--- config.mk ---
export PLATFORM = sky130hd
export DESIGN_NAME = kb_emu_flat
export DESIGN_NICKNAME = d
export VERILOG_FILES = /design/src/rtl/kb_emu_if.sv /design/src/rtl/kb_emu.sv /design/src/flat_wrapper.sv
export SDC_FILE = /design/constraint.sdc
export NUM_CORES = 1
export LEC_CHECK = 0
export CORE_ASPECT_RATIO = 1.25
export CORE_MARGIN = 2
export CORE_UTILIZATION = 30
export DETAILED_ROUTE_END_ITERATION = 10
export GPL_TIMING_DRIVEN = 0
export PLACE_DENSITY = 0.52
export SLEW_MARGIN = 20
export SYNTH_ARGS = -nofsm -noshare
export SYNTH_HDL_FRONTEND = slang
export SYNTH_SLANG_ARGS = --single-unit
export TNS_END_PERCENT = 30
--- constraint.sdc ---
create_clock -name Clk10M -period 4.8 [get_ports Clk10M]
set_input_delay 1.44 -clock Clk10M [delete_from_list [all_inputs] [get_ports Clk10M]]
set_output_delay 1.44 -clock Clk10M [all_outputs]
set_load 0.005 [all_outputs]
--- src/rtl/kb_emu_if.sv ---
// Host/scanner-facing signal bundle of the keypad emulator.
// The master side is the host plus scanner; the slave side is kb_emu.
interface kb_emu_if;
  logic [2:0] De;
  logic [2:0] Co;
  logic       Wr;
  logic [3:0] Din;
  logic       Full;
  logic       Empty;
  logic [3:0] Count;
  logic       Busy;
  logic       Done;
  logic       Ovf;
  logic       Err;

  modport master (
    output De, Wr, Din,
    input  Co, Full, Empty, Count, Busy, Done, Ovf, Err
  );

  modport slave (
    input  De, Wr, Din,
    output Co, Full, Empty, Count, Busy, Done, Ovf, Err
  );
endinterface

--- src/rtl/kb_emu.sv ---
// 3x4 matrix-keypad emulator: queues host key codes and answers the scanner's
// row selects by pulling one column low for PRESS_CYC, then releases for GAP_CYC.
module kb_emu #(
  parameter int unsigned PRESS_CYC = 131072,
  parameter int unsigned GAP_CYC   = 131072,
  parameter int unsigned CW        = 20
) (
  input  logic    Clk10M,
  input  logic    Clr,
  kb_emu_if.slave bus
);

  typedef enum logic [1:0] {IDLE, LOAD, PRESS, GAP} state_t;

  localparam logic [CW-1:0] PRESS_LAST = CW'(PRESS_CYC - 1);
  localparam logic [CW-1:0] GAP_LAST   = CW'(GAP_CYC - 1);

  logic [3:0]    r_mem [8];
  logic [2:0]    r_wp;
  logic [2:0]    r_rp;
  logic [3:0]    r_count;
  state_t        r_state;
  state_t        w_next;
  logic [CW-1:0] r_cnt;
  logic [2:0]    r_row;
  logic [2:0]    r_pat;
  logic [2:0]    r_co;
  logic          r_ovf;
  logic          r_err;

  logic          w_valid;
  logic          w_full;
  logic          w_empty;
  logic          w_push;
  logic          w_pop;
  logic          w_done;
  logic          w_cnt_clr;
  logic [3:0]    w_head;
  logic [3:0]    w_idx;
  logic [2:0]    w_row;
  logic [1:0]    w_col;
  logic [2:0]    w_pat;

  assign w_valid = (bus.Din <= 4'd11);
  assign w_full  = (r_count == 4'd8);
  assign w_empty = (r_count == 4'd0);
  // A pop in the same cycle frees a slot, so a push is taken even while Full.
  assign w_push  = bus.Wr && w_valid && (!w_full || w_pop);

  always_ff @(posedge Clk10M) begin
    if (w_push) begin
      r_mem[r_wp] <= bus.Din;
    end
  end

  always_ff @(posedge Clk10M or posedge Clr) begin
    if (Clr) begin
      r_wp    <= '0;
      r_rp    <= '0;
      r_count <= '0;
      r_ovf   <= 1'b0;
      r_err   <= 1'b0;
    end else begin
      if (w_push) begin
        r_wp <= r_wp + 3'd1;
      end
      if (w_pop) begin
        r_rp <= r_rp + 3'd1;
      end
      case ({w_push, w_pop})
        2'b10:   r_count <= r_count + 4'd1;
        2'b01:   r_count <= r_count - 4'd1;
        default: r_count <= r_count;
      endcase
      r_err <= bus.Wr && !w_valid;
      r_ovf <= bus.Wr && w_valid && w_full && !w_pop;
    end
  end

  // Head-of-queue decode: row/column of the key about to be loaded.
  always_comb begin
    w_head = r_mem[r_rp];
    w_idx  = w_head - 4'd1;
    w_row  = 3'd0;
    w_col  = 2'd0;
    case (w_head)
      4'd0:  begin w_row = 3'd3; w_col = 2'd1; end
      4'd10: begin w_row = 3'd3; w_col = 2'd0; end
      4'd11: begin w_row = 3'd3; w_col = 2'd2; end
      default: begin
        w_row = 3'(w_idx / 4'd3);
        w_col = 2'(w_idx % 4'd3);
      end
    endcase
    case (w_col)
      2'd0:    w_pat = 3'b011;
      2'd1:    w_pat = 3'b101;
      default: w_pat = 3'b110;
    endcase
  end

  always_ff @(posedge Clk10M or posedge Clr) begin
    if (Clr) begin
      r_state <= IDLE;
      r_cnt   <= '0;
      r_row   <= '0;
      r_pat   <= 3'b111;
    end else begin
      r_state <= w_next;
      if (w_cnt_clr) begin
        r_cnt <= '0;
      end else begin
        r_cnt <= r_cnt + 1'b1;
      end
      if (w_pop) begin
        r_row <= w_row;
        r_pat <= w_pat;
      end
    end
  end

  always_comb begin
    w_next    = r_state;
    w_pop     = 1'b0;
    w_done    = 1'b0;
    w_cnt_clr = 1'b0;
    case (r_state)
      IDLE: begin
        w_cnt_clr = 1'b1;
        if (!w_empty) begin
          w_next = LOAD;
        end
      end
      LOAD: begin
        w_pop     = 1'b1;
        w_cnt_clr = 1'b1;
        w_next    = PRESS;
      end
      PRESS: begin
        if (r_cnt == PRESS_LAST) begin
          w_cnt_clr = 1'b1;
          w_next    = GAP;
        end
      end
      GAP: begin
        if (r_cnt == GAP_LAST) begin
          w_done    = 1'b1;
          w_cnt_clr = 1'b1;
          w_next    = w_empty ? IDLE : LOAD;
        end
      end
      default: w_next = IDLE;
    endcase
  end

  always_ff @(posedge Clk10M or posedge Clr) begin
    if (Clr) begin
      r_co <= 3'b111;
    end else begin
      r_co <= ((r_state == PRESS) && (bus.De == r_row)) ? r_pat : 3'b111;
    end
  end

  assign bus.Co    = r_co;
  assign bus.Full  = w_full;
  assign bus.Empty = w_empty;
  assign bus.Count = r_count;
  assign bus.Busy  = (r_state != IDLE);
  assign bus.Done  = w_done;
  assign bus.Ovf   = r_ovf;
  assign bus.Err   = r_err;

endmodule
--- src/flat_wrapper.sv ---
// flat-port wrapper written by rule: the top's interface ports become plain ports
module kb_emu_flat 
#(
  parameter int unsigned PRESS_CYC = 131072,
  parameter int unsigned GAP_CYC   = 131072,
  parameter int unsigned CW        = 20
)
  (Clk10M, Clr, bus_De, bus_Wr, bus_Din, bus_Co, bus_Full, bus_Empty, bus_Count, bus_Busy, bus_Done, bus_Ovf, bus_Err);
  kb_emu_if bus_i ();
  input  logic Clk10M;
  input  logic Clr;
  input wire logic [$bits(bus_i.De)-1:0] bus_De;
  input wire logic [$bits(bus_i.Wr)-1:0] bus_Wr;
  input wire logic [$bits(bus_i.Din)-1:0] bus_Din;
  output wire logic [$bits(bus_i.Co)-1:0] bus_Co;
  output wire logic [$bits(bus_i.Full)-1:0] bus_Full;
  output wire logic [$bits(bus_i.Empty)-1:0] bus_Empty;
  output wire logic [$bits(bus_i.Count)-1:0] bus_Count;
  output wire logic [$bits(bus_i.Busy)-1:0] bus_Busy;
  output wire logic [$bits(bus_i.Done)-1:0] bus_Done;
  output wire logic [$bits(bus_i.Ovf)-1:0] bus_Ovf;
  output wire logic [$bits(bus_i.Err)-1:0] bus_Err;
  assign bus_i.De = bus_De;
  assign bus_i.Wr = bus_Wr;
  assign bus_i.Din = bus_Din;
  assign bus_Co = bus_i.Co;
  assign bus_Full = bus_i.Full;
  assign bus_Empty = bus_i.Empty;
  assign bus_Count = bus_i.Count;
  assign bus_Busy = bus_i.Busy;
  assign bus_Done = bus_i.Done;
  assign bus_Ovf = bus_i.Ovf;
  assign bus_Err = bus_i.Err;
  kb_emu #(.PRESS_CYC(PRESS_CYC), .GAP_CYC(GAP_CYC), .CW(CW)) u_core (.Clk10M(Clk10M), .Clr(Clr), .bus(bus_i));
endmodule
==> key figures, run 1 <==
Pwr
  – Sequential share of power: 25.7%
  – Net Sw Frac: approximately two fifths
  – LEAKAGE: 1.79 nW
  – Sw Pwr: 1.42 mW
  – Pwr dens: 746 mW/mm²
  – Gate power share: 55.2%
  – Cell Int Power: between 2 and 2.5 mW
  – Worst VDD drop: 0.275 mV
  – Proportion of power drawn by the clock network: 19.1%

Clock network
  – CTS Buf Count: 9
  – Clk buf depth: 2
  – Clock latency on the worst-skew pair: 330 ps
  – CTS Root Cell: clkbuf_16
  – H-tree levels: 3
  – Clock sinks: 75
  – Hold Buf Count CTS: 0
  – Clock-pin slew on the worst setup and hold paths: 60 ps
  – CTS tree: done

Final layout
  – Core Util, Final: 36.7%
  – Register Area: 0.00204 mm²
  – Syn-to-layout area delta: 20.0%
  – Post-route cell area: approximately 0.0047 mm²
  – Multi-input logic area: 0.00170 mm²
  – ANT cells: 0
  – Filler cells: 1272
  – Layout cells sized above 1: 17.5%
  – Nets: 389
  – Layout Cells excl Fill: 534
  – Most common cell after layout, fill and taps aside: nor2_1
  – Most frequent cells in the layout: nor2_1 (40), dfrtp_1 (37), edfxtp_1 (32)

Worst hold path
  – Worst hold path depth: 2
  – Hold Path End: u_core.bus.Co[0]$_DFF_PP1_
  – Min-Delay Startpoint: u_core.r_pat[0]$_DFFE_PP1N_
  – HP Class: reg2reg

Synthesis
  – Yosys warning count: 0
  – Predominant post-synthesis flop cell: dfrtp_1
  – Syn Area/Cell: roughly 12 µm²
  – Flops & latches, synth: 75
  – Synth unique cells: 56
  – Post-Syn Area: 0.00388 mm²
  – Net Count, Synth: 353
  – Register area share after synthesis: 52.7%
  – Number of synthesized flops with an enable pin: 32
  – Mapped Cells: 325
  – Fraction of registers with async set/reset: 57.3%

GRT
  – Initial antenna violation count: 0
  – Total track usage: 11.5%
  – Vias in the first global route: 2580
  – First-pass GRT wire length: 12.5 mm
  – Grt total ovfl: 0
  – Maximum number of pins on one net before global-route repair: 27

Floorplanning
  – Full die area: approximately 0.014 mm²
  – Die width: 106 µm
  – Core box area: 0.0127 mm²
  – Core Rows: 46
  – # IOs: 23
  – Starting density of the core: a little over 30%
  – DIE HEIGHT: 131 µm

Timing
  – Slew HR: between 40 and 50%
  – Hold Slack: 477 ps
  – Final Hold Vio Count: 0
  – Fraction of the cycle the final worst path needs: 93.5%
  – Worst-Margin Slew: around 850 ps
  – Clock skew: 5.58 ps
  – Fmax achieved: 223 MHz
  – Setup Viol. Count Final: 0
  – Pins Over Slew Limit: 0
  – Crit path time final: 4490 ps

Drt
  – DRC: 0
  – DRT Wirelength: about 7 mm
  – Post-DRT Antenna Nets: 0
  – Via count: approximately 2.5k
  – DRT iter0 DRCs: 62
  – Vias/cell: 4.62
  – Drt wl/cell: 13.3 µm
  – First drt pass iteration count: 4

Place
  – Placed cells: 516
  – Port bufs: 22
  – Final GP Congestion: approximately 0.74
  – Post-DP Area: ~0.0043 mm²
  – Final HPWL DP: 5.22 mm

Setup path
  – Worst r2r path cells: 20
  – R2R Path End: u_core.r_pat[2]$_DFFE_PP1N_
  – Type of origin of the critical path: flop
  – Crit path kind: reg2reg
  – Worst r2r src: u_core.r_rp[0]$_DFFE_PP0N_
  – Internal reg-to-reg setup slack: about 310 ps
  – Largest fanout on the critical path: 10
  – Critical path arrival: 4740 ps
  – Critical Path Source: u_core.r_rp[0]$_DFFE_PP0N_
  – Req. time, crit path: 5060 ps
  – CP Capture Type: flop

Run
  – Max cap viols: 0

Status
  – Outcome: complete, no violations
==> layer usage <==
layer  up-vias  wire [µm]  global-route usage, %
met4         0        142                   4.95
li1       1225          -                      -
met1      1198       3130                   13.6
met5         -          0                      0
met3        10        202                   3.02
met2        34       3620                   20.1
==> logic make-up (layout without fill, tap and decap cells) <==
group / Yosys count / count (layout) / share of synthesized area (%)
simple gates: 123 / 123 / 15.6
flops: 75 / 75 / 52.7
compound gates: 34 / 34 / 6.88
xor+xnor: 30 / 30 / 6.78
buf+inv: 28 / 69 / 3.87
fa+ha+maj: 18 / 18 / 6.00
mux: 17 / 17 / 8.17
==> synthesized netlist by cell type (4+ instances only) <==
library cell	instances	share of area (%)
xor2_1	12	2.7
dfstp_2	6	4.1
o21ai_0	5	0.65
dfrtp_1	37	24
clkbuf_1	4	0.39
nor2_1	40	3.9
or2_2	4	0.65
nand3_1	10	1.3
ha_1	17	5.5
xnor2_1	18	4.1
a21oi_1	5	0.65
a31oi_1	4	0.65
inv_1	17	1.6
nand4_1	5	0.81
nor3_1	12	1.5
edfxtp_1	32	25
mux4_2	8	4.6
nand2_1	30	2.9
==> cell type report <==
type                       instances  share of cell area (%)
clock buffer                       9                    4.84
buffer                             9                    1.69
timing repair buffer              25                    5.49
clock inverter                     7                    1.45
multi-input combinational        222                    36.5
inverter                          19                    1.53
tap                              168                    4.52
sequential                        75                    44.0
==> power by group through the flow <==
stage	Clock, mW	Sequential (mW)	Combinational, mW
2_1_floorplan	0	0.885	1.48
3_3_place_gp	0	0.900	1.82
3_5_place_dp	0	0.907	1.86
4_1_cts	0.685	0.895	1.87
5_1_grt	0.713	0.911	2.16
6_report	0.662	0.893	1.92
==> worst max-delay path by stage <==
stage	endpoint	slack, ps
finish	u_core.r_pat[2]$_DFFE_PP1N_	310
CTS	u_core.r_pat[2]$_DFFE_PP1N_	140
global placement	u_core.r_pat[2]$_DFFE_PP1N_	240
global route	u_core.r_pat[2]$_DFFE_PP1N_	-20
detailed placement	u_core.r_pat[2]$_DFFE_PP1N_	180
floorplan	u_core.r_pat[1]$_DFFE_PP1N_	690
==> critical path, cell delays in order, from the launching register on <==
cell and delay [ps]:
dfrtp_1 370, buf_6 190, mux4_2 560, mux2i_4 260, ha_1 200, clkbuf_8 160
nand2_1 110, o22ai_2 190, ha_1 160, inv_1 40, ha_1 250, nand2_1 140
a211oi_1 60, a2111o_1 430, nor3_4 220, inv_1 80, ha_1 270, nand4b_1 200
and4b_4 240, a21oi_1 150, o2bb2ai_1 120
==> per-stage QoR <==
step                worst slack, ps  power (mW)  TNS (ps)
global placement                242        2.72         0
finish                          312        3.47         0
floorplan                       694        2.36         0
CTS                             143        3.45         0
global route                  -21.4        3.78     -21.4
detailed placement              176        2.77         0
==> timing repair <==
item / 4_1_cts / 5_1_grt
buffers inserted: 0 / 2
gates resized for setup: 0 / 3
setup endpoints to repair: 0 / 3
==> sequential cells by signal, indices dropped and copies added (netlist names) <==
name and flops:
u_core.r_mem 32, u_core.r_cnt 20, u_core.bus.Count 4, u_core.bus.Co 3, u_core.r_pat 3, u_core.r_row 3, u_core.r_rp 3, u_core.r_wp 3
u_core.r_state 2, u_core.bus.Err 1, u_core.bus.Ovf 1
Note: power is estimated with default switching activity, not from simulation.
==> run 2: changes to the inputs <==
Settings changed: CORE_UTILIZATION 30 to 40, CTS_CLUSTER_SIZE set to 8, PLACE_DENSITY 0.52 to 0.63.
==> run 2 against run 1 <==
  * Maximum frequency down 0.22%
  * Clock skew up 3.9 ps
  * Core utilization up 12 points
  * Setup slack worse by 9.9 ps
  * Largest cell class unchanged
  * Largest power group unchanged
==> key figures, run 2 (synthesis gave the netlist of run 1 again) <==
Status
  – Outcome: complete, no violations

Setup path
  – Type of origin of the critical path: flop
  – Worst r2r path cells: 20 (unchanged)
  – Worst r2r src: u_core.r_rp[0]$_DFFE_PP0N_
  – Setup crit end: u_core.r_pat[2]$_DFFE_PP1N_
  – Req. time, crit path: 5060 ps (about the same)
  – Critical Path Source: u_core.r_rp[0]$_DFFE_PP0N_
  – CP Capture Type: flop
  – Critical path arrival: 4750 ps (about the same)
  – Internal reg-to-reg setup slack: 300 ps (about the same)
  – Crit path kind: reg2reg
  – R2R Path End: u_core.r_pat[2]$_DFFE_PP1N_
  – Largest fanout on the critical path: 10 (unchanged)

Place
  – Final HPWL DP: 4.95 mm (-5.2%)
  – Port bufs: 22 (unchanged)
  – Post-DP Area: 0.00427 mm² (-1.2%)
  – DP Worst Slack: 209 ps (+33.2 ps)
  – Final GP Congestion: 0.776 (+4.3%)

Timing
  – Setup Viol. Count Final: 0 (unchanged)
  – RSZ-0062 raised after global routing: no
  – Fin Setup TNS: 0 ps (unchanged)
  – Worst-Margin Slew: 947 ps (+94.2 ps)
  – Clock skew: 9.53 ps (+3.95 ps)
  – Final Hold Vio Count: 0 (unchanged)
  – Crit path time final: 4500 ps (+9.91 ps)
  – Pins Over Slew Limit: 0 (unchanged)
  – Fmax achieved: 222 MHz (-0.22%)
  – Setup ws final: 302 ps (-9.91 ps)
  – Fraction of the cycle the final worst path needs: 93.7% (+0.21 points)
  – Slew HR: 36.3% (-6.3 points)

Final layout
  – Nets: 389 (unchanged)
  – Filler cells: 870 (-32%)
  – Max FFs per register: 32 (unchanged)
  – Most common cell after layout, fill and taps aside: nor2_1
  – Syn-to-layout area delta: 18.5%
  – Most frequent cells in the layout: nor2_1 (40), dfrtp_1 (37), edfxtp_1 (32)
  – Post-route cell area: 0.00459 mm² (-1.3%)
  – Largest Register: u_core.r_mem
  – ANT cells: 0 (unchanged)
  – Layout cells sized above 1: 17.2% (-0.27 points)

Pwr
  – Pwr dens: 754 mW/mm² (+1.1%)
  – Sequential share of power: 25.8% (about the same)
  – Cell Int Power: 2.05 mW (about the same)
  – LEAKAGE: 1.80 nW (+0.34%)
  – Gate power share: 55.1% (about the same)
  – Net Sw Frac: 40.7% (-0.16 points)
  – Worst VDD drop: 0.303 mV (+10%)
  – Proportion of power drawn by the clock network: 19.0% (about the same)
  – Sw Pwr: 1.41 mW (-0.62%)

Floorplanning
  – Core Rows: 40 (-13%)
  – Core box area: 0.00951 mm² (-25%)
  – Full die area: 0.0105 mm² (-24%)
  – # IOs: 23 (unchanged)
  – Starting density of the core: 40.8% (+10 points)
  – Die width: 92.0 µm (-13%)
  – DIE HEIGHT: 114 µm (-13%)

Clock network
  – Clock latency on the worst-skew pair: 330 ps (about the same)
  – H-tree levels: 3 (unchanged)
  – Clock sinks: 75 (unchanged)
  – CTS Root Cell: clkbuf_16
  – CTS Buf Count: 9 (unchanged)
  – Clock-pin slew on the worst setup and hold paths: 50 ps (about the same)
  – CTS tree: done
  – Hold Buf Count CTS: 0 (unchanged)
  – Clk buf depth: 2 (unchanged)

Drt
  – Post-DRT Antenna Nets: 0 (unchanged)
  – DRC: 0 (unchanged)
  – DRT iter0 DRCs: 79 (+27%)
  – Drt wl/cell: 14.0 µm (+5.5%)
  – First drt pass iteration count: 4 (unchanged)
  – Via count: 2453 (-0.57%)
  – Vias/cell: 4.99 (+7.9%)
  – DRT Wirelength: 6.89 mm (-2.8%)

GRT
  – Maximum number of pins on one net before global-route repair: 30 (+11%)
  – Vias in the first global route: 2513 (-2.6%)
  – Grt total ovfl: 0 (unchanged)
  – Initial antenna violation count: 0 (unchanged)
  – First-pass GRT wire length: 11.6 mm (-7.4%)
  – Total track usage: 14.2% (+2.7 points)

Worst hold path
  – Min-Delay Startpoint: u_core.r_pat[0]$_DFFE_PP1N_
  – HP Class: reg2reg

Run
  – Max cap viols: 0 (unchanged)
==> run 2: critical path, stage by stage, from the launching register on <==
cell,delay [ps]
dfrtp_1,360
buf_6,180
mux4_2,550
mux2i_4,260
ha_1,210
clkbuf_8,160
nand2_1,100
o22ai_1,240
ha_1,180
inv_1,40
ha_1,240
nand2_1,150
a211oi_1,70
a2111o_1,440
nor3_4,210
inv_1,70
ha_1,270
nand4b_1,200
and4b_4,240
a21oi_1,140
o2bb2ai_1,120
==> run 2: timing repair <==
| item | CTS | global route |
|---|---|---|
| endpoints found under the setup margin | 0 | 2 |
| buffers inserted | 0 | 2 |
| gates resized for setup | 0 | 2 |
==> run 2: routing by layer <==
layer	vias to the layer above	track usage, %	wire length (µm)
met5	-	0	0
met3	12	3.62	190
met2	34	24.9	3550
met4	0	6.17	129
li1	1222	-	-
met1	1185	16.6	3010
==> run 2: worst min path at each step <==
stage                                 endpoint  slack (ps)  cells after the start
floorplan           u_core.bus.Co[0]$_DFF_PP1_         450                      2
global placement    u_core.bus.Co[0]$_DFF_PP1_         470                      2
detailed placement  u_core.bus.Co[0]$_DFF_PP1_         480                      2
CTS                 u_core.bus.Co[0]$_DFF_PP1_         490                      2
global route        u_core.bus.Co[0]$_DFF_PP1_         520                      2
finish              u_core.bus.Co[0]$_DFF_PP1_         480                      2
==> run 2: final cells by class <==
class,count,area (µm²),area share (%)
timing repair buffer,25,255,5.56
sequential,75,2040,44.5
clock buffer,10,229,4.99
inverter,19,71.3,1.55
multi-input combinational,222,1690,36.8
buffer,9,78.8,1.72
tap,126,158,3.43
clock inverter,6,63.8,1.39
==> run 2: per-stage QoR <==
| stage | hold WS [ps] | util, % | instances | total power, mW |
|---|---|---|---|---|
| floorplan | 448 | - | 325 | 2.36 |
| global placement | 475 | 44.7 | 473 | 2.70 |
| detailed placement | 479 | 44.9 | 474 | 2.76 |
| CTS | 487 | 48.0 | 490 | 3.43 |
| global route | 516 | 48.3 | 492 | 3.72 |
| finish | 479 | 48.3 | 492 | 3.46 |
==> run 2: power by group through the flow <==
stage	registers (mW)	clock network [mW]	logic, mW
6_report	0.895	0.660	1.91
5_1_grt	0.911	0.701	2.11
4_1_cts	0.896	0.672	1.86
3_5_place_dp	0.908	0	1.85
3_3_place_gp	0.900	0	1.80
2_1_floorplan	0.885	0	1.48
==> run 3: changes to the inputs <==
Settings changed: ABC_AREA set to 0, PLACE_DENSITY 0.63 to 0.67.
==> run 3 against run 2 <==
  * Die area unchanged
  * Worst hold slack better by 3.0 ps
  * Critical path type unchanged
  * Final cell count up 0.20%
  * Largest power group unchanged
  * Critical endpoint unchanged
==> key figures, run 3 (synthesis gave the netlist of run 1 again) <==
Floorplanning
  – # IOs: 23 (unchanged)
  – DIE HEIGHT: 114 µm (unchanged)
  – Full die area: 0.0105 mm² (unchanged)
  – Starting density of the core: 40.8% (unchanged)
  – Die width: 92.0 µm (unchanged)
  – Core box area: 0.00951 mm² (unchanged)
  – Core Rows: 40 (unchanged)

Drt
  – Via count: 2481 (+1.1%)
  – Drt wl/cell: 13.7 µm (-1.9%)
  – DRT Wirelength: 6.77 mm (-1.7%)
  – Vias/cell: 5.03 (+0.94%)
  – First drt pass iteration count: 4 (unchanged)
  – DRT iter0 DRCs: 107 (+35%)
  – DRC: 0 (unchanged)
  – Post-DRT Antenna Nets: 0 (unchanged)

Pwr
  – Cell Int Power: 1.99 mW (-3.0%)
  – LEAKAGE: 1.80 nW (about the same)
  – Net Sw Frac: 41.1% (+0.41 points)
  – Pwr dens: 741 mW/mm² (-1.8%)
  – Worst VDD drop: 0.328 mV (+8.1%)
  – Proportion of power drawn by the clock network: 17.9% (-1.1 points)
  – Sw Pwr: 1.39 mW (-1.3%)
  – Sequential share of power: 26.4% (+0.6 points)
  – Pwr Total: 3.38 mW (-2.3%)
  – Gate power share: 55.7% (+0.6 points)

GRT
  – Total track usage: 14.1% (-0.11 points)
  – Initial antenna violation count: 0 (unchanged)
  – Vias in the first global route: 2532 (+0.76%)
  – Grt total ovfl: 0 (unchanged)
  – First-pass GRT wire length: 11.6 mm (+0.24%)
  – Maximum number of pins on one net before global-route repair: 35 (+17%)

Setup path
  – Worst path most repeated cell: ha_1
  – Slowest CP cell: mux4_2
  – CP Capture Type: flop
  – Req. time, crit path: 5050 ps (about the same)
  – Top cell family by delay on the critical path: compound AO/OA/AOI/OAI gates
  – Type of origin of the critical path: flop
  – Worst path max stage delay: 540 ps (about the same)
  – Number of buffer and inverter stages on the critical path: 4 (unchanged)
  – Crit path kind: reg2reg
  – Critical path arrival: 4690 ps (-60 ps)
  – Critical path, cell by cell: buf_6 > mux4_2 > mux2i_4 > ha_1 > clkbuf_8 > nand2_1 > o22ai_1 > ha_1 > inv_1 > ha_1 > nand2_1 > a211oi_1 > a2111o_1 > nor3_2 > inv_1 > ha_1 > nand4b_1 > and4b_4 > a21oi_1 > o2bb2ai_1
  – Largest fanout on the critical path: 10 (unchanged)

Place
  – Port bufs: 22 (unchanged)
  – Final HPWL DP: 4.86 mm (-1.7%)
  – Final GP Congestion: 0.743 (-4.3%)

Timing
  – RSZ-0062 raised after global routing: no
  – Fin Setup TNS: 0 ps (unchanged)
  – Final Hold Vio Count: 0 (unchanged)
  – Worst-Margin Slew: 858 ps (-88.4 ps)
  – Pins Over Slew Limit: 0 (unchanged)
  – Clock skew: 5.65 ps (-3.88 ps)
  – Crit path time final: 4430 ps (-64.4 ps)
  – Fraction of the cycle the final worst path needs: 92.4% (-1.3 points)
  – Fmax achieved: 226 MHz (+1.5%)
  – Slew HR: 42.3% (+5.9 points)
  – Setup Viol. Count Final: 0 (unchanged)

Clock network
  – H-tree levels: 3 (unchanged)
  – CTS Buf Count: 9 (unchanged)
  – Clk buf depth: 2 (unchanged)
  – Clock latency on the worst-skew pair: 330 ps (about the same)
  – Clock-pin slew on the worst setup and hold paths: 60 ps (about the same)
  – CTS Root Cell: clkbuf_16
  – CTS tree: done
  – Clock sinks: 75 (unchanged)

Final layout
  – Filler cells: 853 (-2.0%)
  – Most common cell after layout, fill and taps aside: nor2_1
  – Nets: 390 (+0.26%)
  – Largest Register: u_core.r_mem
  – Core Util, Final: 48.0% (-0.26 points)
  – Multi-input logic area: 0.00169 mm² (-0.37%)
  – Syn-to-layout area delta: 17.8%
  – ANT cells: 0 (unchanged)
  – Most frequent cells in the layout: nor2_1 (40), dfrtp_1 (37), edfxtp_1 (32)
  – Register Area: 0.00204 mm² (unchanged)
  – Layout cells sized above 1: 17.7% (+0.50 points)
  – Max FFs per register: 32 (unchanged)

Worst hold path
  – HP Class: reg2reg

Status
  – Outcome: complete, no violations

Run
  – Max cap viols: 0 (unchanged)
[run 3: area by class of cell]
class | count | area share [%]
buffer | 9 | 1.73
clock buffer | 9 | 4.93
clock inverter | 7 | 0.904
inverter | 19 | 1.56
multi-input combinational | 222 | 36.9
sequential | 75 | 44.8
tap | 126 | 3.45
timing repair buffer | 26 | 5.75
[run 3: power by group through the flow]
stage	Combinational, mW	Sequential [mW]	Clock [mW]
2_1_floorplan	1.48	0.885	0
3_3_place_gp	1.79	0.899	0
3_5_place_dp	1.84	0.905	0
4_1_cts	1.86	0.893	0.622
5_1_grt	2.10	0.907	0.650
6_report	1.88	0.894	0.606
[run 3: metrics by stage]
step	setup slack, ps	cells	hold WS (ps)	area (µm²)
detailed placement	204	474	478	4270
CTS	181	490	486	4540
finish	366	493	482	4570
floorplan	694	325	448	3880
global route	53.3	493	517	4570
global placement	282	473	471	4250
[run 3: worst paths after layout]
| kind | startpoint | endpoint | depth (start not counted) | slack [ps] |
|---|---|---|---|---|
| max in group asynchronous | Clr | u_core.bus.Ovf$_DFF_PP0_ | 3 | 3010 |
| max | u_core.r_rp[0]$_DFFE_PP0N_ | u_core.r_pat[2]$_DFFE_PP1N_ | 20 | 370 |
| max reg2reg | u_core.r_rp[0]$_DFFE_PP0N_ | u_core.r_pat[2]$_DFFE_PP1N_ | 20 | 370 |
| min reg2reg | u_core.r_cnt[0]$_DFF_PP0_ | u_core.r_cnt[0]$_DFF_PP0_ | 1 | 480 |
| min | u_core.r_cnt[0]$_DFF_PP0_ | u_core.r_cnt[0]$_DFF_PP0_ | 1 | 480 |
| min in group asynchronous | Clr | u_core.r_row[2]$_DFFE_PP0N_ | 2 | 1360 |
[run 3: per-layer routing]
metal / wire length [µm] / track usage [%] / share of wire [%]
met2: 3520 / 24.3 / 52
met5: 0 / 0 / 0
met3: 243 / 3.23 / 3.6
met4: 99 / 6.07 / 1.5
met1: 2910 / 17.1 / 43
[run 3: what timing repair did]
| item | 4_1_cts | 5_1_grt |
|---|---|---|
| hold buffers | 0 | 0 |
| resized for setup | 0 | 1 |
| setup endpoints to repair | 0 | 2 |
| buffers inserted | 0 | 3 |
